**config.mk**
```make
export PLATFORM = sky130hd
export DESIGN_NAME = ccr_save_stack
export DESIGN_NICKNAME = d
export VERILOG_FILES = /design/src/rtl/ccr_stack_pkg.sv /design/src/rtl/ccr_save_stack.sv
export SDC_FILE = /design/constraint.sdc
export NUM_CORES = 1
export LEC_CHECK = 0
export ABC_AREA = 0
export CORE_ASPECT_RATIO = 0.75
export CORE_MARGIN = 2
export CORE_UTILIZATION = 25
export DETAILED_ROUTE_END_ITERATION = 8
export DONT_BUFFER_PORTS = 1
export GPL_TIMING_DRIVEN = 1
export PLACE_DENSITY = 0.36
export SLEW_MARGIN = 15
export SYNTH_ARGS = -nofsm -noshare
export SYNTH_HDL_FRONTEND = slang
export SYNTH_SLANG_ARGS = --single-unit
```
**constraint.sdc**
```tcl
create_clock -name clk -period 2.2 [get_ports clk]
set_clock_uncertainty 0.05 [all_clocks]
set_input_delay 0.44 -clock clk [delete_from_list [all_inputs] [get_ports clk]]
set_output_delay 0.44 -clock clk [all_outputs]
set_load 0.02 [all_outputs]
```
**src/rtl/ccr_stack_pkg.sv**
```systemverilog
// Shared constants for the condition-code save stack: flag layout and default nesting depth.
package ccr_stack_pkg;

  localparam int unsigned CCR_W           = 3;
  localparam int unsigned CCR_Z           = 0;
  localparam int unsigned CCR_N           = 1;
  localparam int unsigned CCR_C           = 2;
  localparam int unsigned CCR_STACK_DEPTH = 4;

endpackage

```
**src/rtl/ccr_save_stack.sv**
```systemverilog
// LIFO of saved condition codes for nested interrupts; state advances on the falling clock edge.
// Build option CCR_STACK_WRAP_EN: push while full overwrites the oldest entry via a ring base.
module ccr_save_stack
  import ccr_stack_pkg::*;
#(
  parameter int unsigned WIDTH = CCR_W,
  parameter int unsigned DEPTH = CCR_STACK_DEPTH,
  localparam int unsigned CNT_W = $clog2(DEPTH + 1)
) (
  input  logic             clk,
  input  logic             rst,
  input  logic             push,
  input  logic [WIDTH-1:0] push_data,
  input  logic             pop,
  input  logic             err_clr,
  output logic [WIDTH-1:0] top_data,
  output logic [CNT_W-1:0] level,
  output logic             empty,
  output logic             full,
  output logic             overflow,
  output logic             underflow
);

  localparam int unsigned PTR_W = $clog2(DEPTH);

  logic [WIDTH-1:0] mem_q [DEPTH];
  logic [CNT_W-1:0] level_q, level_d;
  logic             ovf_q, ovf_d;
  logic             unf_q, unf_d;
  logic             we;
  logic [CNT_W-1:0] wlog;
  logic [PTR_W-1:0] widx;
  logic [PTR_W-1:0] top_idx;
  logic [CNT_W-1:0] top_log;

  assign empty   = (level_q == '0);
  assign full    = (level_q == CNT_W'(DEPTH));
  assign top_log = level_q - CNT_W'(1);

`ifdef CCR_STACK_WRAP_EN
  logic [PTR_W-1:0] base_q, base_d;

  // Logical index 0 is the oldest entry; physical slot is offset by the ring base.
  assign widx    = PTR_W'(wlog) + base_q;
  assign top_idx = PTR_W'(top_log) + base_q;
`else
  assign widx    = PTR_W'(wlog);
  assign top_idx = PTR_W'(top_log);
`endif

  always_comb begin
    level_d = level_q;
    ovf_d   = err_clr ? 1'b0 : ovf_q;
    unf_d   = err_clr ? 1'b0 : unf_q;
    we      = 1'b0;
    wlog    = level_q;
`ifdef CCR_STACK_WRAP_EN
    base_d  = base_q;
`endif
    if (push && pop && !empty) begin
      // RTI immediately re-interrupted: replace top in place.
      we   = 1'b1;
      wlog = top_log;
    end else if (push && !full) begin
      we      = 1'b1;
      wlog    = level_q;
      level_d = level_q + CNT_W'(1);
    end else if (push) begin
      ovf_d = 1'b1;
`ifdef CCR_STACK_WRAP_EN
      we     = 1'b1;
      wlog   = '0;
      base_d = base_q + PTR_W'(1);
`endif
    end else if (pop && !empty) begin
      level_d = level_q - CNT_W'(1);
    end else if (pop) begin
      unf_d = 1'b1;
    end
  end

  always_ff @(negedge clk or negedge rst) begin
    if (!rst) begin
      for (int i = 0; i < DEPTH; i++) begin
        mem_q[i] <= '0;
      end
      level_q <= '0;
      ovf_q   <= 1'b0;
      unf_q   <= 1'b0;
    end else begin
      if (we) begin
        mem_q[widx] <= push_data;
      end
      level_q <= level_d;
      ovf_q   <= ovf_d;
      unf_q   <= unf_d;
    end
  end

`ifdef CCR_STACK_WRAP_EN
  always_ff @(negedge clk or negedge rst) begin
    if (!rst) begin
      base_q <= '0;
    end else begin
      base_q <= base_d;
    end
  end
`endif

  assign top_data  = empty ? '0 : mem_q[top_idx];
  assign level     = level_q;
  assign overflow  = ovf_q;
  assign underflow = unf_q;

endmodule

```
; After elaboration in Yosys (flattened, before gate mapping)
; Index checks and enable logic that the tools add are counted.
[word_totals]
ff_bits = 17
input_bits = 8
out_inout_bits = 10
[op_classes]
addsub = 2
order_cmp = 3
n_eq_ne = 2
n_mux = 23
bitwise = 3
n_reduce_logical = 10
[op_table]
columns = op, count
row1 = $mux 3, 7
row2 = $bwmux 12, 1
row3 = $mux 1, 12
row4 = $bmux 3 s2, 1
row5 = $demux 3 s2, 1
row6 = $ge 3x3->1 const B, 2
row7 = $not 2->3, 2
row8 = $logic_and 1x1->1, 5
row9 = $add 3x1->3 const B, 1
row10 = $eq 3x3->1 const B, 1
row11 = $logic_not 3->1, 1
row12 = $lt 3x1->1 const B, 1
row13 = $reduce_and 3->1, 1
row14 = $sub 3x1->3 const B, 1
row15 = $logic_not 1->1, 2
row16 = $mux 2, 1
row17 = $ne 2x1->1 const B, 1
row18 = $reduce_bool 2->1, 1
row19 = $not 1->1, 1

; Longest topological paths before layout
; Gate-level depths: netlist of run 1.
[depth]
word_depth = 10
depth_mapped = 9
depth_no_buf = 7

==> impl_metrics.csv, run 1 <==
group,metric,value,unit
run_status,status,"finished, violations left",
run_status,violations,"setup timing",
logic_synthesis,syn_avg_cell_area,12.4,um^2
timing,maxSlewHeadroom,78.2,%
setup_path,critPathKind,"flip-flop to primary output",
clock_tree,hold_buffers,0,
global_route,overflow,0,
floorplanning,io_pins,18,
global_route,grt_pass1_wl,4.43,mm
setup_path,critPathLaunchType,"flip-flop",
clock_tree,clk_path_buf_depth,2,
finish,final_core_util,37.4,%
logic_synthesis,syn-cell-area,0.00107,mm^2
drt,dr.pass1.iters,5,
drt,routed_wl,2.77,mm
timing,rsz0062_at_grt,"yes",
global_route,grt_usage,12.5,%
pwr,switchingPower,0.00104,W
timing,hold_viol,0,
clock_tree,path_clk_slew,50,ps
setup_path,cp.required,1710,ps
finish,instances_no_fill,166,
global_route,grt_antenna_before_repair,0,
clock_tree,root_buffer,"clkbuf_8",
drt,drc,0,
global_route,grt_max_degree,18,
setup_path,crit_path_cell_trace,"clkinvlp_4 > ha_4 > mux4_2 > and2_4",
floorplanning,die_w,79.4,um
floorplanning,core,0.00408,mm^2
drt,vias,770,
drt,vias_per_cell,4.64,
setup_path,worstPathMaxFanout,4,
logic_synthesis,synth_nets,97,
placement,place.detailed.hpwl,2.03,mm
floorplanning,dieArea,0.00481,mm^2
hold_path,hold_path.class,"flip-flop to flip-flop",
clock_tree,htreeDepth,1,
finish,nets,123,
finish,multi_input_area,726,um^2
timing,final.setup.worst_slack,-1050,ps
setup_path,crit_family,"flip-flops",
setup_path,cp-end-kind,"primary output",
setup_path,cp_num_buf_inv,1,
logic_synthesis,yosysUniqueCellTypes,36,
logic_synthesis,ys_seq_area_share,39.9,%
clock_tree,cts_sinks,17,
finish,drive_gt1_share,61.3,%
pwr,peakVddDrop,0.479,mV
finish,diodes,0,
global_route,grt_pass1_vias,806,
drt,drt_iter0_markers,23,
timing,slew_violations,0,
finish,seqCellArea,425,um^2
logic_synthesis,yosysTopAreaCell,"dfrtn_1",
setup_path,cp_data_arrival_time,2760,ps
timing,hold_ws,407,ps
logic_synthesis,yosys-top-cells-area,"dfrtn_1 (40%), mux2_1 (11%), mux4_2 (6.3%), and2_2 (3.5%), ha_1 (3.5%)",
pwr,p_sw_share,39.1,%
drt,post_drt_wl_per_cell,16.7,um
pwr,clock_power_share,9.1,%
pwr,powerDensity,1740,mW/mm^2
logic_synthesis,synthArstFlopShare,100,%
timing,setup_violations,22,
logic_synthesis,ys_ff_latch,17,
logic_synthesis,yosys_warnings,0,
setup_path,cpMaxStageDelayCell,"dfrtn_1",
finish,area_growth,42.9,%
pwr,internal-power,0.00162,W
logic_synthesis,yosys-top-cells-count,"dfrtn_1 (17), mux2_1 (10), and2_2 (5), inv_1 (5)",
pwr,pwr-share-seq,21.9,%
clock_tree,clkLatencyLatePin,270,ps
pwr,finalPower,0.00266,W
placement,placed_cells,156,
timing,finalSetupTns,-8430,ps
floorplanning,die_h,60.6,um
placement,gp_congestion,0.680,
pwr,combPwrFrac,69.0,%
timing,worstMarginPinSlew,326,ps
logic_synthesis,synth-main-ff-cell,"dfrtn_1",
floorplanning,start_util,26.2,%
logic_synthesis,synth.most_common_cell,"dfrtn_1",
pwr,p_leak,0.627,nW
logic_synthesis,syn_inst,86,
clock_tree,numCtsBuffers,3,
finish,fill_cells,392,
run,cap_violations,0,
logic_synthesis,synth_top_area_share,39.9,%
logic_synthesis,synth_edf_count,0,
setup_path,cpPeakStageDelay,480,ps
drt,ant_nets,0,
floorplanning,rows,20,
clock_tree,cts_tree,"built",
placement,port_buffers,0,
==> logic make-up (layout without fill, tap and decap cells) <==
kind of cell	count (synthesis)	in the layout	share of synthesized area [%]
fa+ha+maj	4	4	4.46
mux	16	16	20.6
compound gates	18	18	14.0
buf+inv	10	35	5.39
xor+xnor	2	2	1.64
simple gates	19	19	14.1
flops	17	17	39.9
==> final cells by class <==
cell class	count	area share [%]
clock buffers	3	2.71
well taps	55	4.51
inverters	6	2.30
repair buffers	25	14.5
clock inverters	1	0.492
flip-flops and latches	17	27.9
multi-input cells	59	47.6
==> state kept, by name, summed over array words and instances, names as in the netlist <==
| signal | count |
|---|---|
| mem_q | 12 |
| level | 3 |
| underflow | 1 |
| overflow | 1 |
==> cell usage in the layout (no fill, tap or decap), drive strengths merged <==
cell / count
a21oi: 6
a22o: 1
a31oi: 1
a32o: 1
a32oi: 3
and2: 6
and3b: 1
buf: 25
clkbuf: 3
clkinvlp: 3
dfrtn: 17
ha: 3
inv: 4
maj3: 1
mux2: 12
mux2i: 1
mux4: 3
nand2: 1
nand2b: 2
nand3: 2
nor2b: 4
nor3: 3
o21a: 1
o21ai: 3
o22ai: 1
o31ai: 1
xnor2: 2
==> power by group through the flow <==
stage                     Clock [W]  Combinational (W)  Sequential (W)
after floorplan                   0            0.00106        0.000606
after global placement            0            0.00148        0.000582
after detailed placement          0            0.00149        0.000574
after CTS                  0.000255            0.00179        0.000577
final                      0.000242            0.00183        0.000583
after global routing       0.000278            0.00194        0.000603
==> worst reg2reg max path: stages (launching register included) <==
cell and delay (ps):
dfrtn_1 480, clkinvlp_4 140, ha_4 310, buf_4 140
and2_1 160, a32oi_4 140, nor3_4 280, mux2_4 340
==> what timing repair did <==
action | 4_1_cts | 5_1_grt
pin swaps | 5 | 0
gates resized for setup | 22 | 3
setup buffers | 6 | 2
endpoints found under the setup margin | 22 | 22
==> metal layers <==
metal | track usage, % | part of all wire (%) | routed length, um
met3 | 4.17 | 6.3 | 173
met4 | 1.48 | 0.14 | 4
met2 | 18.4 | 42 | 1160
met5 | 0 | 0 | 0
met1 | 18.6 | 52 | 1430
==> per-stage QoR <==
step | worst slack [ps] | area (um^2)
after global routing | -1120 | 1530
after global placement | -733 | 1310
after CTS | -1050 | 1500
after floorplan | -1060 | 1150
final | -1050 | 1530
after detailed placement | -764 | 1310
==> worst paths after layout <==
check | from | to | slack (ps) | cells past startpoint
min in group asynchronous | rst | mem_q[9] | 800 | 0
min reg2reg | mem_q[4] | mem_q[4] | 410 | 1
max | level[0] | top_data[1] | -1050 | 4
max reg2reg | level[0] | mem_q[10] | 20 | 7
max in group asynchronous | rst | mem_q[11] | 1200 | 0
min | mem_q[4] | mem_q[4] | 410 | 1
Note: power is estimated with default switching activity, not from simulation.
==> run 2, diff against run 1 <==
Settings changed: HOLD_SLACK_MARGIN from default to 0.05.
==> results of run 2 <==
No change in the layout: final DEF, timing and power equal those of run 1.
